===== config.mk =====
export PLATFORM = sky130hd
export DESIGN_NAME = spi_reg_bank
export DESIGN_NICKNAME = d
export VERILOG_FILES = /design/src/rtl/spi_reg_bank.sv
export SDC_FILE = /design/constraint.sdc
export NUM_CORES = 1
export LEC_CHECK = 0
export ABC_AREA = 1
export CORE_MARGIN = 4
export CORE_UTILIZATION = 40
export DETAILED_ROUTE_END_ITERATION = 12
export PLACE_DENSITY = 0.71
export SLEW_MARGIN = 20
export SYNTH_ARGS = -nofsm -noshare
export SYNTH_HDL_FRONTEND = slang
export SYNTH_SLANG_ARGS = --single-unit

===== constraint.sdc =====
create_clock -name clk -period 6.9 [get_ports clk]
set_input_delay 1.38 -clock clk [delete_from_list [all_inputs] [get_ports clk]]
set_output_delay 1.38 -clock clk [all_outputs]
set_load 0.005 [all_outputs]

===== src/rtl/spi_reg_bank.sv =====
// SPI mode-0 write-only slave that decodes 16-bit frames into the PWM control registers.
// Pins are oversampled in the clk domain; all outputs come straight from flops.
module spi_reg_bank #(
  parameter int SYNC_STAGES = 2,
  parameter int NUM_REGS    = 5
) (
  input  logic       clk,
  input  logic       rst,
  input  logic       spi_sclk,
  input  logic       spi_copi,
  input  logic       spi_ncs,
  output logic [7:0] en_reg_out_7_0,
  output logic [7:0] en_reg_out_15_8,
  output logic [7:0] en_reg_pwm_7_0,
  output logic [7:0] en_reg_pwm_15_8,
  output logic [7:0] pwm_duty_cycle,
  output logic       wr_pulse
);

  localparam logic [6:0] NUM_REGS_L = 7'(NUM_REGS);
  localparam logic [4:0] FRAME_BITS = 5'd16;
  localparam logic [4:0] CNT_SAT    = 5'd17;

  typedef enum logic [1:0] {
    IDLE   = 2'd0,
    SHIFT  = 2'd1,
    COMMIT = 2'd2
  } state_e;

  logic [SYNC_STAGES-1:0] sclk_sync_q;
  logic [SYNC_STAGES-1:0] copi_sync_q;
  logic [SYNC_STAGES-1:0] ncs_sync_q;
  logic                   sclk_prev_q;
  logic                   ncs_prev_q;

  state_e      state_q;
  logic [4:0]  bit_cnt_q;
  logic [15:0] shreg_q;
  logic [7:0]  regs_q [0:4];
  logic        wr_pulse_q;

  logic sclk_s;
  logic copi_s;
  logic ncs_s;
  logic sclk_rise_s;
  logic ncs_rise_s;
  logic commit_ok_s;

  // Only a complete, write-flagged frame to an implemented address may update a register.
  function automatic logic frame_valid(input logic [4:0] cnt, input logic [15:0] frame);
    frame_valid = (cnt == FRAME_BITS) && frame[15] &&
                  (frame[14:8] < NUM_REGS_L) && (frame[14:8] < 7'd5);
  endfunction

  // Pin synchronizers; nCS resets high so an idle bus never looks like a frame start.
  always_ff @(posedge clk or posedge rst) begin
    if (rst) begin
      sclk_sync_q <= {SYNC_STAGES{1'b0}};
      copi_sync_q <= {SYNC_STAGES{1'b0}};
      ncs_sync_q  <= {SYNC_STAGES{1'b1}};
      sclk_prev_q <= 1'b0;
      ncs_prev_q  <= 1'b1;
    end else begin
      sclk_sync_q <= {sclk_sync_q[SYNC_STAGES-2:0], spi_sclk};
      copi_sync_q <= {copi_sync_q[SYNC_STAGES-2:0], spi_copi};
      ncs_sync_q  <= {ncs_sync_q[SYNC_STAGES-2:0], spi_ncs};
      sclk_prev_q <= sclk_sync_q[SYNC_STAGES-1];
      ncs_prev_q  <= ncs_sync_q[SYNC_STAGES-1];
    end
  end

  // Edge detection and commit decode.
  always_comb begin
    sclk_s      = sclk_sync_q[SYNC_STAGES-1];
    copi_s      = copi_sync_q[SYNC_STAGES-1];
    ncs_s       = ncs_sync_q[SYNC_STAGES-1];
    sclk_rise_s = sclk_s & ~sclk_prev_q;
    ncs_rise_s  = ncs_s & ~ncs_prev_q;
    commit_ok_s = frame_valid(bit_cnt_q, shreg_q);
  end

  // Frame FSM, register file and write strobe.
  always_ff @(posedge clk or posedge rst) begin
    if (rst) begin
      state_q    <= IDLE;
      bit_cnt_q  <= 5'd0;
      shreg_q    <= 16'h0000;
      wr_pulse_q <= 1'b0;
      for (int i = 0; i < 5; i++) begin
        regs_q[i] <= 8'h00;
      end
    end else begin
      wr_pulse_q <= 1'b0;
      case (state_q)
        IDLE: begin
          if (!ncs_s) begin
            state_q   <= SHIFT;
            bit_cnt_q <= 5'd0;
            shreg_q   <= 16'h0000;
          end else begin
            state_q <= IDLE;
          end
        end
        SHIFT: begin
          // An sclk edge coinciding with the nCS rise is deliberately dropped.
          if (ncs_rise_s) begin
            state_q <= COMMIT;
          end else if (sclk_rise_s) begin
            shreg_q <= {shreg_q[14:0], copi_s};
            if (bit_cnt_q != CNT_SAT) begin
              bit_cnt_q <= bit_cnt_q + 5'd1;
            end else begin
              bit_cnt_q <= bit_cnt_q;
            end
          end else begin
            state_q <= SHIFT;
          end
        end
        COMMIT: begin
          if (commit_ok_s) begin
            case (shreg_q[10:8])
              3'd0:    regs_q[0] <= shreg_q[7:0];
              3'd1:    regs_q[1] <= shreg_q[7:0];
              3'd2:    regs_q[2] <= shreg_q[7:0];
              3'd3:    regs_q[3] <= shreg_q[7:0];
              3'd4:    regs_q[4] <= shreg_q[7:0];
              default: regs_q[0] <= regs_q[0];
            endcase
            wr_pulse_q <= 1'b1;
          end else begin
            wr_pulse_q <= 1'b0;
          end
          state_q <= IDLE;
        end
        default: begin
          state_q <= IDLE;
        end
      endcase
    end
  end

  assign en_reg_out_7_0  = regs_q[0];
  assign en_reg_out_15_8 = regs_q[1];
  assign en_reg_pwm_7_0  = regs_q[2];
  assign en_reg_pwm_15_8 = regs_q[3];
  assign pwm_duty_cycle  = regs_q[4];
  assign wr_pulse        = wr_pulse_q;

endmodule


Yosys cells after proc, flatten, opt, wreduce, memory -nomap -nowiden
Index checks and enable logic that the tools add are counted.

Output and inout bits: 41. Input port bits: 5. Word-level logic and storage cells: 61. Register bits after elaboration: 72.

Reduce and logical (&&, ||, !) cells: 13. $lt $le $gt $ge: 1. Multiplexer cells: 15. Equal/unequal tests: 13. $add $sub $neg: 1. Bitwise gates (word level): 4.

Operator list (number): 2-to-1 mux 16 bit (3); one-hot mux 16 bit (2 select lines) (1); 2-to-1 mux 5 bit (4); AND reduction 3 bit (5); one-hot mux 5 bit (2 select lines) (1); inequality test 2 bit, second input constant (4); < comparator 7 x 3 -> 1 bit, second input constant (1); == test 3 x 2 -> 1 bit, second input constant (2); adder 5 x 1 -> 5 bit, second input constant (1); == test 5 bit, second input constant (1); inequality test 5 bit, second input constant (1); AND reduction 5 bit (1); 2-to-1 mux 2 bit (2); one-hot mux 2 bit (2 select lines) (1); AND reduction 4 bit (1); == test 3 x 1 -> 1 bit, second input constant (1); == test 3 bit, second input constant (1); logical AND 1 bit (3); zero test 3 bit (1); 2-to-1 mux 1 bit (3); inequality test 3 bit, second input constant (1); AND 1 bit (2); == test 2 x 1 -> 1 bit, second input constant (1); == test 2 bit, second input constant (1); other kinds (3) (4).

Logic depth before layout (Yosys ltp)
Gate-level depths: netlist of the first run.

Depth after elaboration: 6. Depth in mapped cells: 8. Depth with buffers taken out: 8.

Least setup slack after synthesis of the first run
No wires, ideal clock.

Kind: register to output. From: register regs_q, in the netlist en_reg_out_15_8[0]. To: output port en_reg_out_15_8[0]. Arrival: 0.361 ns. Stages on the path, launching flop included: 1. Required time: 5.520 ns. Setup slack: 5.159 ns. Buffers on the path: 0. Cells stage by stage: dfrtp_1.

RTL lines: start: declaration (RTL line 39) `logic [7:0] regs_q [0:4];`; end: declaration (RTL line 13) `output logic [7:0] en_reg_out_15_8,`.

No word-level cell between the ends.

Worst setup path after layout of the first run
From: register regs_q, in the netlist pwm_duty_cycle[6]. To: output port pwm_duty_cycle[6].

RTL lines: end: declaration (RTL line 16) `output logic [7:0] pwm_duty_cycle,`.

No word-level cell between the ends.

==> summary.txt, run 1 <==
Global route
  – Largest net degree at the start of global routing: 73
  – First-pass GRT wire length: between 10000 and 15000 um
  – GRT overflow: 0
  – Tot GR Track Use: 0.136
  – Initial antenna violation count: 0
  – Vias in the first global route: 2218

CTS
  – Clock latency on the worst-skew pair: roughly 0.34 ns
  – H-tree levels: 3
  – Clk root buf: clkbuf_8
  – Clk sink count: 72
  – CTS Buf Count: 9
  – Setup repair bufs after CTS: 0
  – Number of gates resized after CTS: 0
  – Clock transition at path regs: roughly 0.080 ns
  – Cts hold-fix bufs: 0
  – CTS tree: done
  – Maximum clock path buffer count: 2

Setup path
  – Slowest cell delay on critical path: 0.50 ns
  – CP max stage cell: clkdlybuf4s50_1
  – Arrival @ worst endpoint: approximately 1.2 ns
  – CP delay by family, top: buffers and inverters
  – Critical path cell sequence: clkdlybuf4s50_1
  – Critical Path End Type: output pin
  – Critical path buffer and inverter count: 1
  – Crit start category: register
  – Worst-path fanout max: 2
  – Crit path required time: 5.52 ns
  – Critical path class: register to output pin

Timing
  – Highest clock rate: roughly 380 MHz
  – Slew @ Worst Pin: 0.997 ns
  – Worst Skew: 0.0105 ns
  – Slew Viols, Final: 0
  – Worst slew margin: 0.333
  – Post-route clock period utilization: 0.376
  – Crit path time final: roughly 2.6 ns
  – Setup-failing EPs final: 0
  – Setup slack after layout: 4.30 ns
  – Setup TNS: 0 ns
  – Unrepaired setup endpoints after global routing: no
  – Final hold violations: 0

Yosys
  – Seq/Total Area, Yosys: 0.560
  – Mapped Area: 3230 um^2
  – Main area contributors after synthesis: dfrtp_1 (54%), nand2_1 (16%), nand4_1 (8.0%)
  – Post-synthesis net count: 348
  – Asr flop ratio synth: 1.00
  – Syn avg cell area: 9.49 um^2
  – Main synth FF type: dfrtp_1
  – Post-synth EDFFs: 0
  – Commonest cells in the netlist: nand2_1 (138), dfrtp_1 (69), nand4_1 (41)
  – Syn Inst Count: 340
  – Share of the synthesized area in the top cell type: 0.535
  – Yosys reg bits: 72
  – Area leader, netlist: dfrtp_1
  – Count leader, synth: nand2_1
  – Synth unique cells: 25
  – Synth Warn #: 0

Status
  – Outcome: completed

Flow run
  – Number of max-cap violations: 0

Placement
  – HPWL Detailed: 4350 um
  – Gpl congestion: about 0.8
  – Cell Area, Placed: 3700 um^2
  – Port Buf Inserts: 45
  – DP Worst Slack: between 4 and 5 ns

Routing
  – Vias: 2439
  – Antenna-violating nets left: 0
  – Initial DRT Pass Iterations: 4
  – Iteration-0 DRC Markers: 126
  – DR vias/cell: 4.97
  – Final wirelength: ~6500 um
  – Residual DRC: 0
  – WL per Instance: 13.3 um

Die
  – Initial Util: 0.415
  – Core Area: 7770 um^2
  – Cell Rows: 32
  – IO Count: 46
  – Die Area: approximately 9600 um^2
  – Die height: between 90 and 100 um
  – Die Span X: 97.8 um

Layout
  – Fin area: 3890 um^2
  – Area grow syn2layout: 20.7%
  – Number of fillers in the final layout: 710
  – Net count, final: 392
  – Fin util: 0.501
  – Fraction of layout cells with a size suffix above 1: 0.111
  – Ant diodes: 0

Pwr
  – PwrDens: approximately 260 nW/um^2
  – LEAKAGE: 1.87 nW
  – Total power: 1.02 mW
  – Peak supply drop: ~0.00018 V

Hold path
  – Worst hold path type: register to register
-- placed cells by master (no fill, tap or decap), types with 2 or more instances in the layout --
cell type / Yosys / routed
nand3_1: 5 / 5
dfrtp_1: 69 / 69
nand2_1: 138 / 138
nand4_1: 41 / 41
o21ai_1: 16 / 16
nor2_4: 3 / 3
inv_1: 13 / 12
nor2_8: 2 / 2
clkinv_2: 0 / 2
nor2_2: 3 / 3
ha_1: 3 / 3
clkbuf_8: 0 / 10
clkdlybuf4s50_1: 0 / 45
dfstp_2: 3 / 3
nor3_4: 3 / 3
nor2_1: 11 / 11
inv_2: 4 / 5
nand3_4: 5 / 5
buf_4: 5 / 2
-- where the power goes --
group / internal, mW / switching [mW] / leakage (nW)
clock: 0.176 / 0.151 / 0.0993
combinational: 0.0452 / 0.157 / 0.788
sequential: 0.444 / 0.0418 / 0.979
total: 0.666 / 0.350 / 1.87
-- worst paths after layout --
path / endpoint / cells past startpoint / slack [ns] / start
max in group asynchronous: bit_cnt_q[4] / 3 / 4.71 / rst
min in group asynchronous: pwm_duty_cycle[1] / 3 / 1.61 / rst
setup / recovery: pwm_duty_cycle[6] / 1 / 4.30 / pwm_duty_cycle[6]
setup reg to reg: bit_cnt_q[3] / 8 / 4.86 / state_q[0]
hold / removal: copi_sync_q[1] / 0 / 0.35 / copi_sync_q[0]
hold reg to reg: copi_sync_q[1] / 0 / 0.35 / copi_sync_q[0]
-- final cells by class --
cell class	count	area, um^2	share of cell area
Tap cell	102	128	0.0328
Timing Repair Buffer	47	465	0.120
Sequential cell	72	1810	0.464
Multi-Input combinational cell	237	1230	0.317
Clock inverter	5	56.3	0.0145
Clock buffer	11	141	0.0363
Inverter	17	63.8	0.0164
-- per-stage QoR --
step           instances  hold WS [ns]
2_1_floorplan        340         0.331
3_3_place_gp         475         0.332
3_5_place_dp         475         0.335
4_1_cts              491         0.351
5_1_grt              491         0.361
6_report             491         0.349
-- flip-flops by register name, summed over array words and instances (netlist names) --
signal / cells
shreg_q: 16
en_reg_out_15_8: 8
en_reg_out_7_0: 8
en_reg_pwm_15_8: 8
en_reg_pwm_7_0: 8
pwm_duty_cycle: 8
bit_cnt_q: 5
copi_sync_q: 2
ncs_sync_q: 2
sclk_sync_q: 2
state_q: 2
ncs_prev_q: 1
sclk_prev_q: 1
wr_pulse: 1
-- worst register-to-register path: stages, from the launching register on --
cell and delay, ns:
dfrtp_1 0.42, inv_2 0.06, nor2_1 0.13, nand2_1 0.08
nand2_1 0.08, nand2_1 0.56, nor2_2 0.48, nand2_1 0.10
nand2_1 0.07
-- routing by layer --
layer  vias to the layer above  share of wire  global-route usage
met5                         -              0                   0
met4                         0          0.018              0.0628
met3                        14          0.064              0.0286
met2                        71           0.47               0.216
met1                      1129           0.45               0.180
li1                       1225              -                   -
-- cells by family after synthesis --
group,after synthesis,share of synthesized area
simple gates,216,0.342
compound gates,18,0.0287
fa+ha+maj,3,0.0116
flops,72,0.560
buf+inv,31,0.0578
Note: power is estimated with default switching activity, not from simulation.
==> run 2: changes to the inputs <==
Clock period 6.9 ns to 2.58 ns, I/O delays scaled along.
==> summary.txt, run 2 (synthesis results as in run 1) <==
Status
  – Outcome: completed

Placement
  – HPWL Detailed: 4420 um (+1.5%)
  – Gpl congestion: 0.769 (-4.4%)
  – Port Buf Inserts: 45 (unchanged)

CTS
  – CTS tree: done
  – Maximum clock path buffer count: 2 (unchanged)
  – Setup repair bufs after CTS: 0 (unchanged)
  – Cts hold-fix bufs: 0 (unchanged)
  – Clock transition at path regs: 0.07 ns (about the same)
  – Clock latency on the worst-skew pair: 0.34 ns (about the same)
  – Clk sink count: 72 (unchanged)
  – CTS Buf Count: 9 (unchanged)
  – Number of gates resized after CTS: 0 (unchanged)
  – Clk root buf: clkbuf_8
  – H-tree levels: 3 (unchanged)

Routing
  – Initial DRT Pass Iterations: 4 (unchanged)
  – Iteration-0 DRC Markers: 177 (+40%)
  – Residual DRC: 0 (unchanged)
  – DR vias/cell: 4.94 (-0.57%)
  – Antenna-violating nets left: 0 (unchanged)
  – Vias: 2425 (-0.57%)
  – WL per Instance: 13.0 um (-2.8%)
  – Final wirelength: 6360 um (-2.8%)

Global route
  – GRT overflow: 0 (unchanged)
  – Vias in the first global route: 2304 (+3.9%)
  – Largest net degree at the start of global routing: 49 (-33%)
  – First-pass GRT wire length: 11200 um (+5.5%)
  – Tot GR Track Use: 0.146 (+0.00979)
  – Initial antenna violation count: 0 (unchanged)

Layout
  – Commonest non-fill, non-tap cell in the layout: nand2_1
  – Reg with most FFs: shreg_q
  – Number of fillers in the final layout: 715 (+0.70%)
  – Net count, final: 393 (+0.26%)
  – Max reg flops: 16 (unchanged)
  – Area grow syn2layout: 20.9%
  – Ant diodes: 0 (unchanged)
  – Commonest cells after routing, fill and taps aside: nand2_1 (138), dfrtp_1 (69), clkdlybuf4s50_1 (45)
  – Fraction of layout cells with a size suffix above 1: 0.113 (+0.00257)

Pwr
  – Total power: 2.67 mW (+160%)
  – PwrDens: 685 nW/um^2 (+160%)
  – Switch share: 0.342 (-0.00272)
  – Peak supply drop: 0.000478 V (+170%)
  – LEAKAGE: 1.87 nW (+0.25%)
  – Flop pwr share: 0.484 (+0.006)
  – Internal power: 1.76 mW (+160%)
  – Switch Pwr: 0.914 mW (+160%)
  – Clock power share: 0.314 (-0.008)
  – Comb power frac: 0.202 (+0.003)

Die
  – Die Span X: 97.8 um (unchanged)
  – Core Area: 7770 um^2 (unchanged)
  – IO Count: 46 (unchanged)
  – Die Area: 9560 um^2 (unchanged)
  – Initial Util: 0.415 (unchanged)
  – Cell Rows: 32 (unchanged)
  – Die height: 97.8 um (unchanged)

Timing
  – Worst Skew: 0.00637 ns (-0.00413 ns)
  – Setup TNS: 0 ns (unchanged)
  – Final hold violations: 0 (unchanged)
  – Unrepaired setup endpoints after global routing: no
  – Slew @ Worst Pin: 0.635 ns (-0.362 ns)
  – Post-route clock period utilization: 0.712
  – Highest clock rate: between 500 and 600 MHz
  – Setup-failing EPs final: 0 (unchanged)
  – Crit path time final: between 1.5 and 2 ns
  – Worst slew margin: 0.577 (+0.243)
  – Slew Viols, Final: 0 (unchanged)

Setup path
  – Worst reg-to-reg path cell count: 7 (-1)
  – Arrival @ worst endpoint: 2.07 ns (+0.85 ns)
  – Critical Path End Type: register
  – Crit start category: register
  – Critical path class: register to register
  – Crit path required time: 2.82 ns (-2.70 ns)
  – Worst-path fanout max: 45 (+43)

Hold path
  – Hold path cells: 0 (unchanged)
  – Worst hold path type: register to register

Flow run
  – Number of max-cap violations: 0 (unchanged)
==> run 2: final timing paths <==
kind                                           end  slack (ns)      startpoint
worst max-delay path            en_reg_pwm_15_8[6]        0.74    bit_cnt_q[0]
worst min-delay path                sclk_sync_q[1]        0.35  sclk_sync_q[0]
worst max register to register  en_reg_pwm_15_8[6]        0.74    bit_cnt_q[0]
worst min register to register      sclk_sync_q[1]        0.35  sclk_sync_q[0]
max in group asynchronous               ncs_prev_q        1.37             rst
min in group asynchronous        pwm_duty_cycle[7]        0.52             rst
==> run 2: worst max-delay path: stages, from the launching register on <==
cell     delay (ns)
dfrtp_1        0.44
inv_1          0.08
ha_1           0.14
nand2_1        0.13
nor2_8         0.55
nand3_4        0.20
nand2_1        0.11
nand2_1        0.06
==> run 2: per-layer routing <==
metal	GRT usage	vias to the layer above	wire length [um]
met3	0.0557	4	489
met4	0.0437	0	53
met5	0	-	0
met2	0.219	76	3060
li1	-	1217	-
met1	0.197	1128	2750
==> run 2: final cells by class <==
type	count	area (um^2)	share of cell area
Multi-Input combinational cell	237	1230	0.316
Inverter	17	63.8	0.0164
Clock buffer	9	124	0.0318
Clock inverter	6	61.3	0.0157
Timing Repair Buffer	48	485	0.124
Sequential cell	72	1810	0.463
Tap cell	102	128	0.0327
==> run 2: through the flow <==
stage / util / worst slack (ns) / cell area (um^2) / std cells / hold slack [ns]
after global routing: 0.502 / 0.560 / 3900 / 491 / 0.366
after floorplan: - / 0.244 / 3230 / 340 / 0.331
final: 0.502 / 0.742 / 3900 / 491 / 0.349
after global placement: 0.478 / 0.816 / 3720 / 476 / 0.333
after detailed placement: 0.478 / 0.738 / 3720 / 476 / 0.336
after CTS: 0.502 / 0.724 / 3900 / 491 / 0.353
==> run 2: power groups by stage <==
stage	clock (mW)	combinational, mW	sequential (mW)
floorplan	0	0.566	1.27
finish	0.840	0.539	1.29
global route	0.927	0.626	1.30
CTS	0.875	0.544	1.29
global placement	0	0.530	1.31
detailed placement	0	0.543	1.31
==> run 3: changes to the inputs <==
Settings changed: PLACE_DENSITY 0.71 to 0.73.
Clock period 2.58 ns to 1.5 ns, I/O delays scaled along.
==> summary.txt, run 3 (synthesis results as in run 1) <==
Timing
  – Final hold violations: 0 (unchanged)
  – Crit path time final: 1.41 ns (-0.426 ns)
  – Setup-failing EPs final: 0 (unchanged)
  – Worst Skew: 0.00850 ns (+0.00212 ns)
  – Highest clock rate: 708 MHz (+30%)
  – Slew @ Worst Pin: 0.429 ns (-0.206 ns)
  – Slew Viols, Final: 0 (unchanged)
  – Worst slew margin: 0.713 (+0.137)
  – Unrepaired setup endpoints after global routing: yes
  – Post-route clock period utilization: 0.941 (+0.229)
  – Min Hold Slack: 0.356 ns (+0.00659 ns)

Layout
  – Area of the multi-input gates: 1250 um^2 (+1.4%)
  – Max reg flops: 16 (unchanged)
  – Register Area: 1810 um^2 (+0.14%)
  – Area grow syn2layout: 36.3%
  – Number of fillers in the final layout: 671 (-6.2%)
  – Commonest cells after routing, fill and taps aside: nand2_1 (136), dfrtp_1 (67), buf_4 (45)
  – Commonest non-fill, non-tap cell in the layout: nand2_1
  – Ant diodes: 0 (unchanged)
  – Reg with most FFs: shreg_q
  – Fraction of layout cells with a size suffix above 1: 0.223 (+0.110)
  – Fin area: 4400 um^2 (+13%)
  – Net count, final: 442 (+12%)

Setup path
  – Critical path buffer and inverter count: 3 (+2)
  – CP delay by family, top: flip-flops
  – CP max stage cell: dfrtp_2
  – RR Startpoint: shreg_q[10]
  – Worst-path fanout max: 13 (-71%)
  – Arrival @ worst endpoint: 1.64 ns (-0.43 ns)
  – Crit start category: register
  – Critical path cell sequence: inv_2 -> nor2_4 -> nor2_8 -> buf_4 -> clkbuf_16 -> nand4_1 -> nand2_1
  – Worst reg-to-reg path cell count: 7 (unchanged)
  – Slowest cell delay on critical path: 0.49 ns (-0.06 ns)
  – Critical Path End Type: register
  – Crit. Startpoint: shreg_q[10]
  – Critical path class: register to register
  – Worst r2r dst: en_reg_out_7_0[6]
  – Crit path required time: 1.73 ns (-1.09 ns)
  – R2R Setup Slk: 0.09 ns (-0.65 ns)

Placement
  – Port Buf Inserts: 45 (unchanged)
  – HPWL Detailed: 4710 um (+6.7%)
  – Cell Area, Placed: 3870 um^2 (+4.1%)
  – Gpl congestion: 0.783 (+1.9%)

Die
  – Die Span X: 97.8 um (unchanged)
  – Die height: 97.8 um (unchanged)
  – Initial Util: 0.415 (unchanged)
  – Die Area: 9560 um^2 (unchanged)
  – IO Count: 46 (unchanged)
  – Cell Rows: 32 (unchanged)
  – Core Area: 7770 um^2 (unchanged)

CTS
  – H-tree levels: 3 (unchanged)
  – Clk sink count: 72 (unchanged)
  – Clock transition at path regs: 0.08 ns (about the same)
  – Clk root buf: clkbuf_8
  – CTS Buf Count: 9 (unchanged)
  – Maximum clock path buffer count: 2 (unchanged)
  – Clock latency on the worst-skew pair: 0.34 ns (about the same)
  – Cts hold-fix bufs: 0 (unchanged)
  – CTS tree: done

Routing
  – WL per Instance: 13.1 um (+1.1%)
  – Initial DRT Pass Iterations: 4 (unchanged)
  – Antenna-violating nets left: 0 (unchanged)
  – Vias: 2646 (+9.1%)
  – Iteration-0 DRC Markers: 189 (+6.8%)
  – DR vias/cell: 4.89 (-0.97%)
  – Final wirelength: 7090 um (+11%)
  – Residual DRC: 0 (unchanged)

Pwr
  – Peak supply drop: 0.000933 V (+95%)
  – LEAKAGE: 2.51 nW (+34%)
  – PwrDens: 1180 nW/um^2 (+72%)

Global route
  – GRT overflow: 0 (unchanged)
  – Tot GR Track Use: 0.146 (-0.000237)
  – Vias in the first global route: 2462 (+6.9%)
  – Initial antenna violation count: 0 (unchanged)
  – First-pass GRT wire length: 11400 um (+1.6%)
  – Largest net degree at the start of global routing: 32 (-35%)

Status
  – Outcome: completed

Flow run
  – Number of max-cap violations: 0 (unchanged)

Hold path
  – Worst hold path type: input pin to asynchronous set/reset pin
==> run 3: how the worst max path moves through the flow <==
stage                          to  slack, ns  cells after the start
3_3_place_gp    en_reg_out_7_0[5]       0.09                      8
6_report        en_reg_out_7_0[6]       0.09                      7
3_5_place_dp    en_reg_out_7_0[6]       0.04                      8
5_1_grt         en_reg_out_7_0[7]     -0.009                      7
4_1_cts         en_reg_pwm_7_0[2]     0.0003                      1
2_1_floorplan  en_reg_out_15_8[0]       0.10                      7
==> run 3: what timing repair did <==
item                       CTS  global route
hold endpoints to repair     0             0
pin swaps                    0             3
resized for setup           31            16
setup endpoints to repair   39            50
cloned                       0             2
buffers inserted            20            14
==> run 3: cell type report <==
type / count / area share
clock buffer: 9 / 0.0282
clock inverter: 7 / 0.0216
multi-input combinational: 237 / 0.284
inverter: 17 / 0.0154
tap: 102 / 0.0290
timing repair buffer: 97 / 0.210
sequential: 72 / 0.411
==> run 3: power breakdown <==
part	switching (mW)	internal (mW)	total, mW
logic	0.814	0.511	1.33
clock network	0.711	0.938	1.65
registers	0.164	2.04	2.21
total	1.69	3.49	5.18
==> run 3: metal layers <==
metal,global-route usage,up-vias,wire length [um]
met5,0,-,0
met4,0.0234,0,48
met3,0.0450,5,429
met2,0.250,75,3680
met1,0.185,1248,2930
li1,-,1318,-
==> run 3: tightest hold or removal path: stages <==
cell             delay [ns]
clkdlybuf4s50_1        0.44
clkinvlp_4             0.12
buf_12                 0.20
==> run 3: through the flow <==
step	cells	util	power [mW]	TNS (ns)	setup WS, ns
after floorplan	340	-	3.16	0	0.104
after global placement	489	0.498	3.38	0	0.0855
after detailed placement	489	0.498	3.41	0	0.0436
after CTS	525	0.540	5.07	0	0.000311
after global routing	541	0.566	5.47	-0.0233	-0.00879
final	541	0.566	5.18	0	0.0878
